--- src/rtl/haze_ctrl_pkg.sv ---
// Shared types for the haze frame controller: FSM states, the dehaze
// parameter set and its power-on default.
package haze_ctrl_pkg;

    typedef enum logic [1:0] {
        IDLE,
        SYNC,
        ARMED,
        ACTIVE
    } ctrl_state_t;

    typedef struct packed {
        logic [7:0] air;
        logic [7:0] omega;
        logic [7:0] t0;
    } dehaze_cfg_t;

    function automatic dehaze_cfg_t make_cfg(input logic [7:0] air,
                                             input logic [7:0] omega,
                                             input logic [7:0] t0);
        dehaze_cfg_t c;
        c.air   = air;
        c.omega = omega;
        c.t0    = t0;
        return c;
    endfunction

    // Atmospheric light 255, omega ~0.95, t0 ~0.1 (Q0.8)
    localparam dehaze_cfg_t DEF_CFG = '{air: 8'd255, omega: 8'd243, t0: 8'd26};

endpackage

--- src/rtl/haze_geom_check.sv ---
// Per-frame geometry checker: counts pixels per line and lines per frame
// while a frame is admitted, and pulses mismatch_o on any deviation.
module haze_geom_check #(
    parameter int IMG_HDISP = 640,
    parameter int IMG_VDISP = 480
) (
    input  logic clk_i,
    input  logic rst_i,
    input  logic active_i,
    input  logic frame_end_i,
    input  logic href_i,
    input  logic clken_i,
    output logic mismatch_o
);

    // Widths leave headroom so the saturated value never equals the target
    localparam int unsigned PW = $clog2(IMG_HDISP + 2);
    localparam int unsigned LW = $clog2(IMG_VDISP + 2);
    localparam logic [PW-1:0] HD = PW'(IMG_HDISP);
    localparam logic [LW-1:0] VD = LW'(IMG_VDISP);

    logic          href_prev_q;
    logic [PW-1:0] pix_q, pix_d;
    logic [LW-1:0] line_q, line_d, line_now;
    logic          href_fall;

    assign href_fall = href_prev_q & ~href_i;

    // Counter next-state and mismatch detection; a line closing on the frame-end
    // cycle is included in the line total
    always_comb begin
        pix_d      = pix_q;
        line_d     = line_q;
        line_now   = line_q;
        mismatch_o = 1'b0;
        if (active_i) begin
            if (href_fall) begin
                if (pix_q != HD) mismatch_o = 1'b1;
                pix_d = '0;
                if (line_q != '1) line_now = line_q + LW'(1);
            end else if (href_i && clken_i && (pix_q != '1)) begin
                pix_d = pix_q + PW'(1);
            end
            line_d = line_now;
            if (frame_end_i) begin
                if (line_now != VD) mismatch_o = 1'b1;
                pix_d  = '0;
                line_d = '0;
            end
        end else begin
            pix_d  = '0;
            line_d = '0;
        end
    end

    // Counter and href edge-detect registers
    always_ff @(posedge clk_i or posedge rst_i) begin
        if (rst_i) begin
            href_prev_q <= 1'b0;
            pix_q       <= '0;
            line_q      <= '0;
        end else begin
            href_prev_q <= href_i;
            pix_q       <= pix_d;
            line_q      <= line_d;
        end
    end

endmodule

--- src/rtl/haze_frame_ctrl.sv ---
// Frame-level admission gate, parameter double-buffer and geometry status
// in front of the haze-removal pipeline.
module haze_frame_ctrl import haze_ctrl_pkg::*; #(
    parameter int IMG_HDISP = 640,
    parameter int IMG_VDISP = 480,
    parameter int DEF_AIR   = 255,
    parameter int DEF_OMEGA = 243,
    parameter int DEF_T0    = 26,
    parameter int FCNT_W    = 16
) (
    input  logic              clk,
    input  logic              rst,
    input  logic              enable,
    input  logic              pre_frame_vsync,
    input  logic              pre_frame_href,
    input  logic              pre_frame_clken,
    output logic              post_frame_vsync,
    output logic              post_frame_href,
    output logic              post_frame_clken,
    input  logic              cfg_valid,
    output logic              cfg_ready,
    input  logic [7:0]        cfg_air,
    input  logic [7:0]        cfg_omega,
    input  logic [7:0]        cfg_t0,
    output logic [7:0]        act_air,
    output logic [7:0]        act_omega,
    output logic [7:0]        act_t0,
    output logic [FCNT_W-1:0] frame_cnt,
    output logic              geom_err,
    input  logic              err_clr,
    output logic              busy
);

    localparam dehaze_cfg_t RST_CFG = make_cfg(8'(DEF_AIR), 8'(DEF_OMEGA), 8'(DEF_T0));

    ctrl_state_t       state_q, state_d;
    logic              vsync_prev_q;
    logic              vs_rise, vs_fall, frame_start, frame_end, gate;
    dehaze_cfg_t       act_q, act_d, pend_q, pend_d;
    logic              pend_full_q, pend_full_d;
    logic [FCNT_W-1:0] fcnt_q, fcnt_d;
    logic              gerr_q, gerr_d;
    logic              post_vs_q, post_hr_q, post_ck_q;
    logic              mismatch;

    assign vs_rise = pre_frame_vsync & ~vsync_prev_q;
    assign vs_fall = ~pre_frame_vsync & vsync_prev_q;

    // Admission FSM: only a vsync rise seen after vsync was low opens the gate
    always_comb begin
        state_d     = state_q;
        frame_start = 1'b0;
        frame_end   = 1'b0;
        case (state_q)
            IDLE:   if (enable) state_d = SYNC;
            SYNC: begin
                if (!enable)               state_d = IDLE;
                else if (!pre_frame_vsync) state_d = ARMED;
            end
            ARMED: begin
                if (!enable) begin
                    state_d = IDLE;
                end else if (vs_rise) begin
                    state_d     = ACTIVE;
                    frame_start = 1'b1;
                end
            end
            ACTIVE: begin
                if (vs_fall) begin
                    frame_end = 1'b1;
                    state_d   = enable ? ARMED : IDLE;
                end
            end
            default: state_d = IDLE;
        endcase
        gate = (state_q == ACTIVE) | frame_start;
    end

    // State and vsync edge-detect registers
    always_ff @(posedge clk or posedge rst) begin
        if (rst) begin
            state_q      <= IDLE;
            vsync_prev_q <= 1'b0;
        end else begin
            state_q      <= state_d;
            vsync_prev_q <= pre_frame_vsync;
        end
    end

    // Parameter double-buffer: the pending slot is promoted only at frame start,
    // so a set accepted in the frame-start cycle waits for the next frame
    always_comb begin
        act_d       = act_q;
        pend_d      = pend_q;
        pend_full_d = pend_full_q;
        if (frame_start && pend_full_q) begin
            act_d       = pend_q;
            pend_full_d = 1'b0;
        end else if (cfg_valid && !pend_full_q) begin
            pend_d      = make_cfg(cfg_air, cfg_omega, cfg_t0);
            pend_full_d = 1'b1;
        end
    end

    // Active and pending parameter registers
    always_ff @(posedge clk or posedge rst) begin
        if (rst) begin
            act_q       <= RST_CFG;
            pend_q      <= RST_CFG;
            pend_full_q <= 1'b0;
        end else begin
            act_q       <= act_d;
            pend_q      <= pend_d;
            pend_full_q <= pend_full_d;
        end
    end

    haze_geom_check #(
        .IMG_HDISP (IMG_HDISP),
        .IMG_VDISP (IMG_VDISP)
    ) u_geom (
        .clk_i       (clk),
        .rst_i       (rst),
        .active_i    (state_q == ACTIVE),
        .frame_end_i (frame_end),
        .href_i      (pre_frame_href),
        .clken_i     (pre_frame_clken),
        .mismatch_o  (mismatch)
    );

    // Frame counter and sticky error next-state; a new mismatch beats a clear
    always_comb begin
        fcnt_d = fcnt_q + FCNT_W'(frame_end);
        gerr_d = gerr_q;
        if (mismatch)     gerr_d = 1'b1;
        else if (err_clr) gerr_d = 1'b0;
    end

    // Status registers
    always_ff @(posedge clk or posedge rst) begin
        if (rst) begin
            fcnt_q <= '0;
            gerr_q <= 1'b0;
        end else begin
            fcnt_q <= fcnt_d;
            gerr_q <= gerr_d;
        end
    end

    // Gated timing to the pipeline, one cycle of latency on every sample
    always_ff @(posedge clk or posedge rst) begin
        if (rst) begin
            post_vs_q <= 1'b0;
            post_hr_q <= 1'b0;
            post_ck_q <= 1'b0;
        end else begin
            post_vs_q <= pre_frame_vsync & gate;
            post_hr_q <= pre_frame_href  & gate;
            post_ck_q <= pre_frame_clken & gate;
        end
    end

    assign post_frame_vsync = post_vs_q;
    assign post_frame_href  = post_hr_q;
    assign post_frame_clken = post_ck_q;
    assign cfg_ready        = ~pend_full_q;
    assign act_air          = act_q.air;
    assign act_omega        = act_q.omega;
    assign act_t0           = act_q.t0;
    assign frame_cnt        = fcnt_q;
    assign geom_err         = gerr_q;
    assign busy             = (state_q == ACTIVE);

endmodule

--- config.mk ---
export PLATFORM = sky130hd
export DESIGN_NAME = haze_frame_ctrl
export DESIGN_NICKNAME = d
export VERILOG_FILES = /design/src/rtl/haze_ctrl_pkg.sv /design/src/rtl/haze_geom_check.sv /design/src/rtl/haze_frame_ctrl.sv
export SDC_FILE = /design/constraint.sdc
export NUM_CORES = 1
export LEC_CHECK = 0
export BUFFER_PORTS_ARGS = -buffer_cell sky130_fd_sc_hd__clkbuf_2
export CORE_MARGIN = 8
export CORE_UTILIZATION = 52
export CTS_BUF_LIST = sky130_fd_sc_hd__clkbuf_4 sky130_fd_sc_hd__clkbuf_8
export DETAILED_ROUTE_END_ITERATION = 6
export HOLD_SLACK_MARGIN = 0.08
export PLACE_DENSITY_LB_ADDON = 0.05
export SETUP_SLACK_MARGIN = 0.05
export SLEW_MARGIN = 20
export SYNTH_ARGS = -nofsm -noshare
export SYNTH_HDL_FRONTEND = slang
export SYNTH_SLANG_ARGS = --single-unit
--- constraint.sdc ---
create_clock -name clk -period 3.1 [get_ports clk]
set_clock_uncertainty 0.1 [all_clocks]
set_input_delay 0.62 -clock clk [delete_from_list [all_inputs] [get_ports clk]]
set_output_delay 0.62 -clock clk [all_outputs]
set_load 0.02 [all_outputs]
==> impl_metrics.json, run 1 <==
{
  "fmax_mhz": 454,
  "worstPathBufferInverterCount": 0,
  "clockBufferDepth": 2,
  "synth_top_family_by_area": "multiplexers",
  "synthCells": 319,
  "hold_violations": 0,
  "ff2ff_path_depth": 6,
  "synth_fa_ha_area_share_pct": 1.54,
  "total_power_mw": 3.66,
  "startpoint_type": "flop",
  "layout_min_cycle_time_ns": 2.20,
  "ys_ff_latch": 92,
  "arrival_ns": 2.33,
  "vias": 2690,
  "clk_latency_ns": 0.35,
  "rsz0062_at_grt": "false",
  "synth-edff-count": 0,
  "r2r_slack_ns": 0.90,
  "min_path_type": "input port to async pin",
  "final_nets": 437,
  "antenna_found_initial": 0,
  "path_max_fanout": 11,
  "grt-ovfl-total": 0,
  "clkSinkCount": 92,
  "dr.pass1.iters": 4,
  "vdd_drop_max_v": 0.000495,
  "core-area_um2": 7650,
  "utilization_pct": 62.4,
  "power.leakage_nw": 2.25,
  "mostFrequentLayoutCells": "clkbuf_2, dfrtp_1, mux2_2",
  "netlist_area_um2": 4050,
  "crit_type": "flop to flop",
  "synthMuxAreaShare_pct": 14.3,
  "ys_warn_count": 0,
  "r2r-end": "u_geom.pix_q[8]",
  "cpMaxStageDelayCell": "a41oi_1",
  "grt_pass1_vias": 2833,
  "grt_pass1_wl_um": 13600,
  "dieArea_um2": 10900,
  "synth_xor_area_share_pct": 4.97,
  "cts_max_level": 3,
  "cts_setup_buffers": 0,
  "num_rows": 32,
  "worst_ep_required_time_ns": 3.23,
  "syn_nets": 356,
  "hpwl_um": 5730,
  "grtUsageTotal_pct": 15.1,
  "clkSlewWorstSetupHoldPaths_ns": 0.09,
  "drv_slew": 0,
  "grt_max_degree": 58,
  "yosys.cell_types.count": 49,
  "postCtsHoldBufs": 0,
  "critPathTopFamily": "compound AO/OA/AOI/OAI gates",
  "cts_buffers": 9,
  "synth.avg_cell_area_um2": 12.7,
  "path_cells": "ha_1, and3_1, a41oi_1, nand4_1, xor2_1, nor2_1",
  "initial_core_util_pct": 53.0,
  "vias_per_cell": 5.31,
  "wirelength_um": 7920,
  "run_status": "completed",
  "drc_errors": 0,
  "cap_violations": 0,
  "synthArstFlopShare_pct": 100,
  "setup-violations-final": 0,
  "final_common_cell": "clkbuf_2",
  "power_density_nw_per_um2": 767,
  "port_buffers": 77,
  "ys.flop_type": "dfrtp_1",
  "first_iter_violations": 76,
  "yosys.area_share.simple_pct": 14.0,
  "die_h_um": 104,
  "cts_root_buf": "clkbuf_8",
  "ant_nets": 0,
  "slowest_delay_ns": 0.71,
  "cts_resized": 0,
  "gp_congestion": 0.868,
  "finalSetupTns_ns": 0,
  "synth_compound_area_share_pct": 4.88,
  "drive_above_1_share_pct": 47.2,
  "die_x_um": 104,
  "ioPinCount": 78,
  "wl_per_cell_um": 15.6,
  "r2r_start": "u_geom.pix_q[0]",
  "antenna_cells": 0,
  "fin_crit_sh_pct": 71.1,
  "end_kind": "flop",
  "cts_tree": "yes",
  "worstMarginPinSlew_ns": 0.882,
  "max_slew_margin_pct": 40.4,
  "area_growth_pct": 17.8,
  "ys_seq_area_share_pct": 57.9,
  "fillers": 624
}
worst max path at each step:
stage / start / to / slack, ns / depth (start not counted)
6_report: u_geom.pix_q[0] / u_geom.pix_q[8] / 0.90 / 6
3_5_place_dp: pre_frame_vsync / frame_cnt[10] / 0.85 / 8
5_1_grt: u_geom.pix_q[0] / u_geom.pix_q[6] / 0.73 / 6
3_3_place_gp: pre_frame_vsync / frame_cnt[10] / 0.93 / 8
2_1_floorplan: state_q[1] / frame_cnt[10] / 1.11 / 7
4_1_cts: u_geom.pix_q[0] / u_geom.pix_q[8] / 0.89 / 6
per-layer routing:
metal	up-vias	routed length (um)	global-route usage (%)
met5	-	0	0
met4	0	86	5.89
met3	8	603	5.27
met2	59	3660	23.5
met1	1331	3570	18.9
li1	1292	-	-
report_power, final:
part	switching [mW]	internal [mW]	total, mW
clock	0.403	0.488	0.892
combinational	0.474	0.398	0.872
sequential	0.192	1.71	1.90
total	1.07	2.59	3.66
kinds of logic after synthesis:
kind of cell,after synthesis
muxes,52
AOI/OAI and AO/OA,28
DFF,92
and+or+nand+nor,98
xor gates and xnor gates,23
buffers and inverters,21
adders and majority gates,5
cells in the mapped netlist, types with 10 or more instances:
cell | n | area [um2]
nand2_1 | 13 | 48.8
mux2_2 | 48 | 541
dfstp_2 | 34 | 893
and3_1 | 10 | 62.6
xnor2_1 | 12 | 105
inv_1 | 10 | 37.5
xor2_1 | 11 | 96.3
nand3_1 | 15 | 75.1
dfrtp_1 | 58 | 1450
nor2_1 | 24 | 90.1
metrics by stage:
step | std cells | hold WS, ns | instance area (um2) | setup slack, ns
CTS | 507 | 0.288 | 4770 | 0.895
finish | 507 | 0.282 | 4770 | 0.896
detailed placement | 491 | 0.374 | 4540 | 0.855
global placement | 491 | 0.361 | 4540 | 0.927
floorplan | 319 | 0.377 | 4050 | 1.11
global route | 507 | 0.331 | 4770 | 0.730
flip-flops by register name, indices dropped and copies added, names as in the netlist:
register and count:
post_frame_href 1, post_frame_clken 1, u_geom.href_prev_q 1, u_geom.pix_q 10, state_q 2, geom_err 1, post_frame_vsync 1, frame_cnt 16
vsync_prev_q 1, pend_full_q 1, act_omega 8, pend_q 24, act_air 8, u_geom.line_q 9, act_t0 8
tightest hold or removal path, stage by stage:
cell and delay, ns:
clkbuf_2 0.10, clkinvlp_4 0.06, buf_4 0.38
cell type report:
| cell class | count | area, um2 | share of cell area [%] |
|---|---|---|---|
| sequential | 92 | 2340 | 49.1 |
| multi-input combinational | 206 | 1610 | 33.8 |
| timing repair buffer | 81 | 415 | 8.70 |
| clock buffer | 11 | 145 | 3.04 |
| tap | 102 | 128 | 2.67 |
| clock inverter | 5 | 85.1 | 1.78 |
| inverter | 10 | 41.3 | 0.865 |
(Power assumes the default switching activity.)
==> run 2, diff against run 1 <==
clock period = 1.9 ns   (was 3.1 ns; I/O delays follow)
==> run 2 against run 1 <==
Compared with the run above: fmax is 22% higher; flip-flop and latch count did not move; global-route usage rose by 0.56 points; combinational power rose by 72%.
==> impl_metrics.json, run 2 (synthesized netlist as in run 1, its figures left out) <==
{
  "grt_max_degree": 93,
  "first_iter_violations": 83,
  "cts_max_level": 3,
  "arrival_ns": 1.94,
  "combPwrFrac_pct": 25.7,
  "fillers": 612,
  "cpMaxStageDelayCell": "dfrtp_1",
  "fin_crit_sh_pct": 94.9,
  "antenna_found_initial": 0,
  "wl_per_cell_um": 15.7,
  "end_kind": "flop",
  "grtUsageTotal_pct": 15.7,
  "total_power_mw": 5.85,
  "worst_ep_required_time_ns": 2.04,
  "max_slew_margin_pct": 69.0,
  "clkSlewWorstSetupHoldPaths_ns": 0.09,
  "area_growth_pct": 21.5,
  "cap_violations": 0,
  "path_cells": "ha_1, and3_1, a41oi_2, buf_2, buf_4, xnor2_1, nor2_1",
  "path_max_fanout": 5,
  "drv_slew": 0,
  "die_h_um": 104,
  "cts_tree": "yes",
  "largest-register": "pend_q",
  "cts_root_buf": "clkbuf_8",
  "p_clk_share_pct": 21.6,
  "vdd_drop_max_v": 0.000783,
  "num_rows": 32,
  "worstPathBufferInverterCount": 2,
  "worstMarginPinSlew_ns": 0.465,
  "seq_power_share_pct": 52.7,
  "ant_nets": 0,
  "gp_congestion": 0.806,
  "final_nets": 450,
  "p_sw_mw": 1.81,
  "slowest_delay_ns": 0.42,
  "wirelength_um": 8190,
  "drc_errors": 0,
  "dr.pass1.iters": 4,
  "startpoint_type": "flop",
  "worstHoldStart": "cfg_valid",
  "largest_register_ffs": 24,
  "r2r_start": "u_geom.pix_q[0]",
  "grt_pass1_wl_um": 14000,
  "initial_core_util_pct": 53.0,
  "clkSinkCount": 92,
  "power_density_nw_per_um2": 1190,
  "antenna_cells": 0,
  "clk_latency_ns": 0.36,
  "drive_above_1_share_pct": 51.2,
  "critPathTopFamily": "flip-flops",
  "dieArea_um2": 10900,
  "mostFrequentLayoutCells": "clkbuf_2, dfrtp_1, mux2_2",
  "run_status": "completed",
  "vias": 2751,
  "switching_share_pct": 31.0,
  "grt_pass1_vias": 2882,
  "final_common_cell": "clkbuf_2",
  "die_x_um": 104,
  "crit_start": "u_geom.pix_q[0]",
  "min_path_type": "input port to flop",
  "finalSetupTns_ns": 0,
  "crit_type": "flop to flop",
  "layout_min_cycle_time_ns": 1.80,
  "power.internal_mw": 4.04,
  "power.leakage_nw": 2.29,
  "rsz0062_at_grt": "true",
  "fmax_mhz": 554,
  "hold_violations": 0,
  "cts_buffers": 9,
  "hpwl_um": 5630,
  "clockBufferDepth": 2,
  "ioPinCount": 78,
  "core-area_um2": 7650,
  "vias_per_cell": 5.29,
  "port_buffers": 77,
  "setup-violations-final": 0,
  "grt-ovfl-total": 0
}
[run 2: cell types whose count changed in the layout (fill, tap and decap cells not counted), moves of 2 or more]
| cell | previous run | this run |
|---|---|---|
| buf_4 | 4 | 12 |
| ha_1 | 5 | 2 |
| and3_1 | 10 | 8 |
| buf_12 | 0 | 2 |
| bufinv_16 | 2 | 0 |
| dfrtp_1 | 58 | 56 |
| dfrtp_2 | 0 | 2 |
| ha_4 | 0 | 2 |
| inv_6 | 0 | 2 |
[run 2: routing by layer]
layer | routed length [um] | GRT usage (%) | vias up
li1 | - | - | 1317
met1 | 3640 | 19.7 | 1357
met2 | 3760 | 23.5 | 66
met3 | 653 | 5.89 | 11
met4 | 131 | 7.14 | 0
met5 | 0 | 0 | -
[run 2: path summary, 6_finish.rpt]
check                                       end  slack (ns)  depth (start not counted)
worst max-delay path            u_geom.pix_q[0]         0.1                          7
worst min-delay path                pend_full_q        0.15                          2
worst max register to register  u_geom.pix_q[0]         0.1                          7
worst min register to register    frame_cnt[15]        0.38                          1
max in group asynchronous             pend_q[1]        0.71                          4
min in group asynchronous          frame_cnt[1]        0.62                          4
[run 2: what timing repair did]
action	in CTS	in global routing
setup buffers	0	1
gates cloned	0	1
setup endpoints to repair	1	13
endpoints found under the hold margin	58	0
pin swaps	0	2
hold buffers	1	0
gates resized for setup	1	11
[run 2: area by class of cell]
cell class	count	area, um2	area share [%]
sequential	92	2350	47.7
multi-input combinational	206	1670	33.9
timing repair buffer	94	542	11.0
clock buffer	11	151	3.08
tap	102	128	2.59
clock inverter	5	41.3	0.839
inverter	10	41.3	0.839
[run 2: stage by stage]
| step | setup slack [ns] | std cells | area, um2 | util [%] | hold WS, ns |
|---|---|---|---|---|---|
| 2_1_floorplan | 0.0596 | 319 | 4070 | - | 0.311 |
| 3_3_place_gp | 0.0783 | 501 | 4650 | 60.9 | 0.368 |
| 3_5_place_dp | 0.0258 | 501 | 4650 | 60.9 | 0.368 |
| 4_1_cts | 0.0758 | 518 | 4860 | 63.5 | 0.127 |
| 5_1_grt | 0.0118 | 520 | 4920 | 64.3 | 0.130 |
| 6_report | 0.0963 | 520 | 4920 | 64.3 | 0.147 |
[run 2: power groups by stage]
stage               clock network (mW)  logic [mW]  registers (mW)
floorplan                            0       0.616            3.45
global placement                     0        1.48            3.09
detailed placement                   0        1.51            3.12
CTS                               1.31        1.52            3.09
global route                      1.37        1.63            3.17
finish                            1.27        1.50            3.08
